## src/rtl/scan_decoder.sv

```systemverilog
// scan_decoder: registered binary-to-one-hot decoder with scan and sweep modes.
//
// Drives a one-hot output bus from a binary index. Besides direct decoding it can
// scan the active bit continuously up or down, or perform a single up-sweep
// across all outputs with a busy/done handshake. Each scanned output is held for
// DWELL clock cycles.
//
// Ports:
//   clk       in   system clock, rising edge
//   rst_n     in   asynchronous active-low reset
//   enable_n  in   active-low enable; when high all outputs are forced off
//   mode      in   00 direct, 01 scan up, 10 scan down, 11 one-shot sweep
//   sel_in    in   binary select (direct) / start index (scan entry)
//   start     in   pulse launching a sweep from idle in mode 11
//   dec_out   out  registered one-hot output (or all zero)
//   cur_sel   out  binary index of the active dec_out bit
//   busy      out  high while a sweep is in progress
//   done      out  one-cycle pulse when a sweep completes
module scan_decoder #(
    parameter int unsigned SEL_WIDTH = 4,
    parameter int unsigned DWELL     = 4,
    parameter int unsigned CNT_WIDTH = 16
) (
    input  logic                      clk,
    input  logic                      rst_n,
    input  logic                      enable_n,
    input  logic [1:0]                mode,
    input  logic [SEL_WIDTH-1:0]      sel_in,
    input  logic                      start,
    output logic [(1<<SEL_WIDTH)-1:0] dec_out,
    output logic [SEL_WIDTH-1:0]      cur_sel,
    output logic                      busy,
    output logic                      done
);

    localparam int unsigned          OUT_W    = 1 << SEL_WIDTH;
    localparam logic [SEL_WIDTH-1:0] SEL_MAX  = '1;
    localparam logic [CNT_WIDTH-1:0] CNT_LAST = CNT_WIDTH'(DWELL - 1);
    localparam logic [OUT_W-1:0]     ONE_HOT0 = OUT_W'(1);

    typedef enum logic [2:0] {
        StIdle,
        StDirect,
        StScanUp,
        StScanDn,
        StSweep
    } state_e;

    state_e                 state_q, state_d;
    logic [SEL_WIDTH-1:0]   sel_q, sel_d;
    logic [CNT_WIDTH-1:0]   cnt_q, cnt_d;
    logic [OUT_W-1:0]       dec_q, dec_d;
    logic                   busy_q, busy_d;
    logic                   done_q, done_d;
    logic                   dec_on_d;
    logic                   enter;

    always_comb begin
        state_d  = state_q;
        sel_d    = sel_q;
        cnt_d    = cnt_q;
        busy_d   = busy_q;
        done_d   = 1'b0;
        dec_on_d = 1'b0;
        enter    = 1'b0;

        if (enable_n) begin
            // Disabled: drop to idle, keep the last index visible on cur_sel.
            state_d = StIdle;
            busy_d  = 1'b0;
            cnt_d   = '0;
        end else begin
            unique case (state_q)
                StIdle:   enter = 1'b1;
                StDirect: enter = 1'b1;
                StScanUp, StScanDn: begin
                    if ((state_q == StScanUp && mode == 2'b01) ||
                        (state_q == StScanDn && mode == 2'b10)) begin
                        dec_on_d = 1'b1;
                        if (cnt_q == CNT_LAST) begin
                            cnt_d = '0;
                            sel_d = (state_q == StScanUp) ? sel_q + 1'b1 : sel_q - 1'b1;
                        end else begin
                            cnt_d = cnt_q + 1'b1;
                        end
                    end else begin
                        enter = 1'b1;
                    end
                end
                StSweep: begin
                    if (mode == 2'b11) begin
                        dec_on_d = 1'b1;
                        if (cnt_q == CNT_LAST) begin
                            cnt_d = '0;
                            if (sel_q == SEL_MAX) begin
                                // Final dwell finished: outputs off, pulse done.
                                state_d  = StIdle;
                                dec_on_d = 1'b0;
                                busy_d   = 1'b0;
                                done_d   = 1'b1;
                            end else begin
                                sel_d = sel_q + 1'b1;
                            end
                        end else begin
                            cnt_d = cnt_q + 1'b1;
                        end
                    end else begin
                        enter = 1'b1;
                    end
                end
                default: begin
                    state_d = StIdle;
                end
            endcase

            // Entry into the state selected by mode, with the counter cleared.
            if (enter) begin
                cnt_d  = '0;
                busy_d = 1'b0;
                unique case (mode)
                    2'b00: begin
                        state_d  = StDirect;
                        sel_d    = sel_in;
                        dec_on_d = 1'b1;
                    end
                    2'b01: begin
                        state_d  = StScanUp;
                        sel_d    = sel_in;
                        dec_on_d = 1'b1;
                    end
                    2'b10: begin
                        state_d  = StScanDn;
                        sel_d    = sel_in;
                        dec_on_d = 1'b1;
                    end
                    2'b11: begin
                        // A sweep only launches from idle; other states park in idle first.
                        if (state_q == StIdle && start) begin
                            state_d  = StSweep;
                            sel_d    = '0;
                            dec_on_d = 1'b1;
                            busy_d   = 1'b1;
                        end else begin
                            state_d = StIdle;
                        end
                    end
                    default: begin
                        state_d = StIdle;
                    end
                endcase
            end
        end

        // Output derived from the next index so dec_out always matches cur_sel.
        dec_d = dec_on_d ? (ONE_HOT0 << sel_d) : '0;
    end

    always_ff @(posedge clk or negedge rst_n) begin
        if (!rst_n) begin
            state_q <= StIdle;
            sel_q   <= '0;
            cnt_q   <= '0;
            dec_q   <= '0;
            busy_q  <= 1'b0;
            done_q  <= 1'b0;
        end else begin
            state_q <= state_d;
            sel_q   <= sel_d;
            cnt_q   <= cnt_d;
            dec_q   <= dec_d;
            busy_q  <= busy_d;
            done_q  <= done_d;
        end
    end

    assign dec_out = dec_q;
    assign cur_sel = sel_q;
    assign busy    = busy_q;
    assign done    = done_q;

endmodule

```

## config.mk

```make
export PLATFORM = sky130hd
export DESIGN_NAME = scan_decoder
export DESIGN_NICKNAME = d
export VERILOG_FILES = /design/src/rtl/scan_decoder.sv
export SDC_FILE = /design/constraint.sdc
export NUM_CORES = 1
export LEC_CHECK = 0
export ABC_AREA = 1
export BUFFER_PORTS_ARGS = -buffer_cell sky130_fd_sc_hd__buf_4
export CAP_MARGIN = 25
export CORE_MARGIN = 10
export CORE_UTILIZATION = 58
export CTS_CLUSTER_SIZE = 12
export DETAILED_ROUTE_END_ITERATION = 10
export PLACE_DENSITY = 0.83
export SETUP_SLACK_MARGIN = 0.5
export SKIP_LAST_GASP = 1
export SYNTH_ARGS = -nofsm -noshare
export SYNTH_HDL_FRONTEND = slang
export SYNTH_SLANG_ARGS = --single-unit
```

## constraint.sdc

```tcl
create_clock -name clk -period 1.95 [get_ports clk]
set_input_delay 0.0975 -clock clk [delete_from_list [all_inputs] [get_ports clk]]
set_output_delay 0.0975 -clock clk [all_outputs]
set_load 0.005 [all_outputs]
```

Yosys cells after proc, flatten, opt, wreduce, memory -nomap -nowiden

Cells that the tools add are included.

Output and inout bits: 22
Input bits: 10
Logic and storage cells: 94
Bits in registers: 41

Reductions and logical operators: 18
$add $sub $neg: 3
Mux-type cells: 52
Eq/ne operators: 14
Shifts and indexed selects: 1

Operator list:

| kind                  | number |
|---|---|
| $mux 16               | 6 |
| $mux 4                | 9 |
| $pmux 16 s2           | 1 |
| $mux 1                | 23 |
| $mux 3                | 6 |
| $add 16x1->16 const B | 1 |
| $eq 16x2->1 const B   | 1 |
| $ne 4x4->1 const B    | 4 |
| $pmux 4 s2            | 2 |
| $shl 1x4->16 const A  | 1 |
| $pmux 3 s4            | 1 |
| $reduce_bool 3->1     | 4 |
| $reduce_and 4->1      | 2 |
| $eq 3x2->1 const B    | 2 |
| $pmux 3 s2            | 1 |
| $add 4x1->4 const B   | 1 |
| $eq 2x2->1 const B    | 2 |
| $eq 4x4->1 const B    | 1 |
| $pmux 1 s2            | 2 |
| $reduce_bool 4->1     | 1 |
| $reduce_or 2->1       | 2 |
| $reduce_or 4->1       | 1 |
| $sub 4x1->4 const B   | 1 |
| $eq 3x1->1 const B    | 1 |
| other kinds (10)      | 12 |

Longest topological paths before layout

Depth after elaboration: 11
Gate-level depth with buffers: 17
Mapped depth without buffers: 17

Worst setup path after synthesis

OpenSTA, ideal clock, no wires.

Kind: register -> register
Start point: register cnt_q[0]
End point: register cnt_q[12]
Slack: 0.205 ns
Cell stages (with the launch flop): 15
Arrival time: 1.626 ns
Path buffers: 0
Required time: 1.830 ns
Period minus slack after synthesis: 1.745 ns
Setup time: 0.120 ns
Cells stage by stage: dfrtp_1 > ha_1 > inv_2 > nor3_2 > nand2_1 > nor2_2 > nand2_1 > nor2_2 > nand2_1 > nor2_1 > nand2_1 > inv_1 > nand3_1 > o21ai_0 > nor2_1

Longest elaborated chain between the ends: 6
Elaborated cells on any way between the ends: 8
Those cells by class: add/sub: 1; eq/ne: 1; mux: 6

Ends and longest elaborated chain:

| item                                                | line   | text |
|---|---|---|
| start, declared                                     | 51     | `logic [CNT_WIDTH-1:0] cnt_q, cnt_d;` |
| start signal, assigned                              | 169    | `cnt_q <= cnt_d;` |
| $add 16x1->16 / $eq 16x2->1 (equally long branches) | n/a    |  |
| $mux 16 (*)                                         | 80, 93 |  |
| $mux 16 (on tied branches)                          | 91, 77 |  |
| $pmux 16 s2 (*)                                     | 73     | `unique case (state_q)` |
| $mux 16 (*)                                         | 117    | `if (enter) begin` |
| $mux 16 (*)                                         | 67     | `if (enable_n) begin` |

Every way passes the cells marked *; elsewhere a longest branch is shown, timed or not. The select of a mux whose other input is x is not followed.
A chain may end at the register's enable or synchronous reset.

Worst setup path after layout

Start point: register cnt_q[0]
End point: register dec_q[13], in the netlist dec_out[13]

Longest elaborated chain between the ends: 10
Elaborated cells on any way between the ends: 19
Those cells by class: eq/ne: 1; shift: 1; mux: 17

Ends and longest elaborated chain:

| item                      | line   | text |
|---|---|---|
| $eq 16x2->1 (*)           | 80, 93 |  |
| $mux 4 (on tied branches) | 93, 80 |  |
| $mux 4 (on tied branches) | 91, 77 |  |
| $pmux 4 s2 (*)            | 73     |  |
| $mux 4                    | 138    | `if (state_q == StIdle && start) begin` |
| $pmux 4 s2                | 120    | `unique case (mode)` |
| $mux 4 (*)                | 117    |  |
| $mux 4 (*)                | 67     |  |
| via sel_d[2]              | 50     | `logic [SEL_WIDTH-1:0] sel_q, sel_d;` |
| $shl 1x4->16 (*)          | 155    | `dec_d = dec_on_d ? (ONE_HOT0 << sel_d) : '0;` |
| $mux 16 (*)               | 155    |  |
| via dec_d[13]             | 52     | `logic [OUT_W-1:0] dec_q, dec_d;` |
| end signal, assigned      | 163    | `dec_q <= '0;` |
| end signal, assigned      | 170    | `dec_q <= dec_d;` |
| end, declared             | 52     |  |

Mark *: on every way through the listed nets, which the timed path passes. The rest lies on a longest branch.

==> reports/metrics.yaml <==
cellPowerDensity_nw_per_um2: 722
drt-total-wl_um: 9230
max_freq_mhz: 459
yosys_register_bits: 41
core-area_um2: 4320
htree_levels: 2
drcViolationCount: 0
viasPerCell: 6.14
worstSetupStartpointType: "flip-flop"
yosys_warnings: 0
grt_pass1_vias: 2624
irDropWorstVdd_uv: 493
final_core_util_pct: 86.3
drive_gt1_share_pct: 42.8
num_vias: 2961
finalPower_mw: 2.70
clock_skew_ns: 0.00796
synth.cell_area_um2: 2570
port_buffers: 31
failed_checks: "negative setup slack"
dp_slack_ns: -0.0253
grt_pass1_wl_um: 12200
routedWlPerCell_um: 19.2
fp.dieW_um: 86.6
drt-initial-drc-count: 445
dp_hpwl_um: 4810
area_delta_synth_final_pct: 45.1
grt_antenna_before_repair: 0
fillers: 223
cts_tree: "yes"
drv_cap: 0
num_antenna_cells: 0
cts-root-buf: "clkbuf_8"
hold_path.class: "in -> reg"
clk_path_buf_depth: 2
grt_start_max_net_pins: 42
globalRoute.totalOverflow: 0
synthesis.nets: 360
chipHeight_um: 86.6
required_ns: 2.18
ioPinCount: 32
initial_utilization_pct: 59.5
final_common_cell: "buf_4"
arrival_ns: 2.41
slowest_stage: "dfrtp_1"
period_share_pct: 112
synth_cell_types: 38
status: "finished with violations"
insertion_delay_ns: 0.31
cp_num_buf_inv: 3
setup_viol: 24
crit_top_cell: "nand2_1"
cpLargestDelayFamily: "simple AND/OR/NAND/NOR gates"
drv_slew: 0
cp-end-kind: "flip-flop"
slowest_delay_ns: 0.42
fin_nets: 446
path_class: "reg -> reg"
syn_inst: 343
rows: 24
die_area_um2: 7500
finalHoldViolations: 0
gp_congestion: 0.943
grt_usage_pct: 19.5
cp_max_fo: 5
fin_ws_ns: -0.230
synth_seq_area_share_pct: 39.9
cts_buffers: 5
cp_cell_sequence: "ha_4 -> inv_4 -> nor2_1 -> nand2_1 -> nor2_4 -> buf_4 -> nand3_4 -> nand2_1 -> nand3_1 -> nand3_1 -> nand2_1 -> nand2_2 -> nand2_4 -> inv_4 -> nand2_1 -> nor2_1"
synth_area_per_cell_um2: 7.50
rsz0062_at_grt: "yes"
postRouteAntennaNets: 0
relSlewSlack_pct: 65.6
clock-sinks: 41
power_leakage_nw: 1.83
drt_pre_antenna_iters: 6
final_cell_mix: "buf_4 (71), nand2_1 (57), nor2_1 (44), dfrtp_1 (37), inv_1 (35)"
fin_crit_ns: 2.18
path_clk_slew_ns: 0.09
worst-slew-pin-transition_ns: 0.515
[where the power goes]
group	switching (mW)	internal (mW)	total, mW
Clock	0.337	0.383	0.720
Sequential	0.0516	0.901	0.953
Combinational	0.603	0.420	1.02
Total	0.992	1.70	2.70
[area by class of cell]
type / instances / area [um2] / area share [%]
Clock inverter: 3 / 46.3 / 1.24
Timing Repair Buffer: 82 / 664 / 17.8
Clock buffer: 5 / 68.8 / 1.84
Sequential cell: 41 / 1030 / 27.6
Inverter: 51 / 211 / 5.66
Multi-Input combinational cell: 248 / 1650 / 44.1
Tap cell: 52 / 65.1 / 1.74
[kinds of logic after synthesis]
logic type | Yosys count | synth area share (%)
and+or+nand+nor | 201 | 38.6
buffers and inverters | 55 | 8.56
DFF | 41 | 39.9
AOI/OAI and AO/OA | 34 | 7.92
adders and majority gates | 7 | 3.40
xor gates and xnor gates | 5 | 1.70
[stage by stage]
step / area (um2) / instances / setup TNS, ns / hold WS, ns
3_5_place_dp: 2980 / 436 / -0.116 / 0.106
3_3_place_gp: 2980 / 436 / 0 / 0.105
4_1_cts: 3400 / 466 / 0 / 0.0731
2_1_floorplan: 2610 / 343 / 0 / -0.198
6_report: 3730 / 482 / -3.75 / 0.0686
5_1_grt: 3730 / 482 / -6.35 / 0.0721
[Yosys cell counts, drive strengths merged]
library cell	number	share of area [%]
o21ai	11	2.3
o22ai	2	0.49
nor3	11	2.3
o21bai	1	0.29
nand3	33	6.8
clkinv	1	0.15
xor2	3	1.0
xnor2	2	0.68
nor4	3	0.73
ha	7	3.4
nand2	78	13
nor3b	3	0.87
a21boi	2	0.58
o211ai	1	0.29
inv	50	7.4
o311ai	1	0.34
nand3b	2	1.1
a21oi	12	2.5
nand4	9	2.4
buf	4	1.0
nor2	62	11
dfrtp	41	40
o21a	3	0.87
a211oi	1	0.29
[worst reg2reg max path, cell delays in order, from the launching register on]
cell	delay [ns]
dfrtp_1	0.42
ha_4	0.19
inv_4	0.05
nor2_1	0.13
nand2_1	0.10
nor2_4	0.19
buf_4	0.17
nand3_4	0.09
nand2_1	0.08
nand3_1	0.07
nand3_1	0.09
nand2_1	0.06
nand2_2	0.09
nand2_4	0.09
inv_4	0.07
nand2_1	0.08
nor2_1	0.14
[sequential cells by signal, indices dropped and copies added (netlist names)]
register and cells:
dec_out 16, state_q 3, busy 1, done 1, cnt_q 16, cur_sel 4
[final timing paths]
path / start / endpoint / slack [ns] / cells past startpoint
setup / recovery: cnt_q[0] / dec_out[13] / -0.23 / 16
hold / removal: enable_n / done / 0.07 / 2
setup reg to reg: cnt_q[0] / dec_out[13] / -0.23 / 16
hold reg to reg: state_q[2] / state_q[1] / 0.51 / 1
max in group asynchronous: rst_n / cnt_q[10] / 1.27 / 2
min in group asynchronous: rst_n / cnt_q[6] / 0.31 / 2
[what timing repair did]
action                     4_1_cts  5_1_grt
resized for setup               35       55
hold endpoints to repair        41        0
pin swaps                       18       17
buffers inserted                20       16
cloned                           1        0
hold buffers                     1        0
setup endpoints to repair       40       41
[layer usage]
| metal | track usage [%] | routed length (um) |
|---|---|---|
| met1 | 23.9 | 3300 |
| met2 | 32.8 | 4420 |
| met3 | 3.75 | 944 |
| met4 | 8.10 | 563 |
| met5 | 0 | 0 |
No activity file was read; power rests on OpenSTA's default activity.
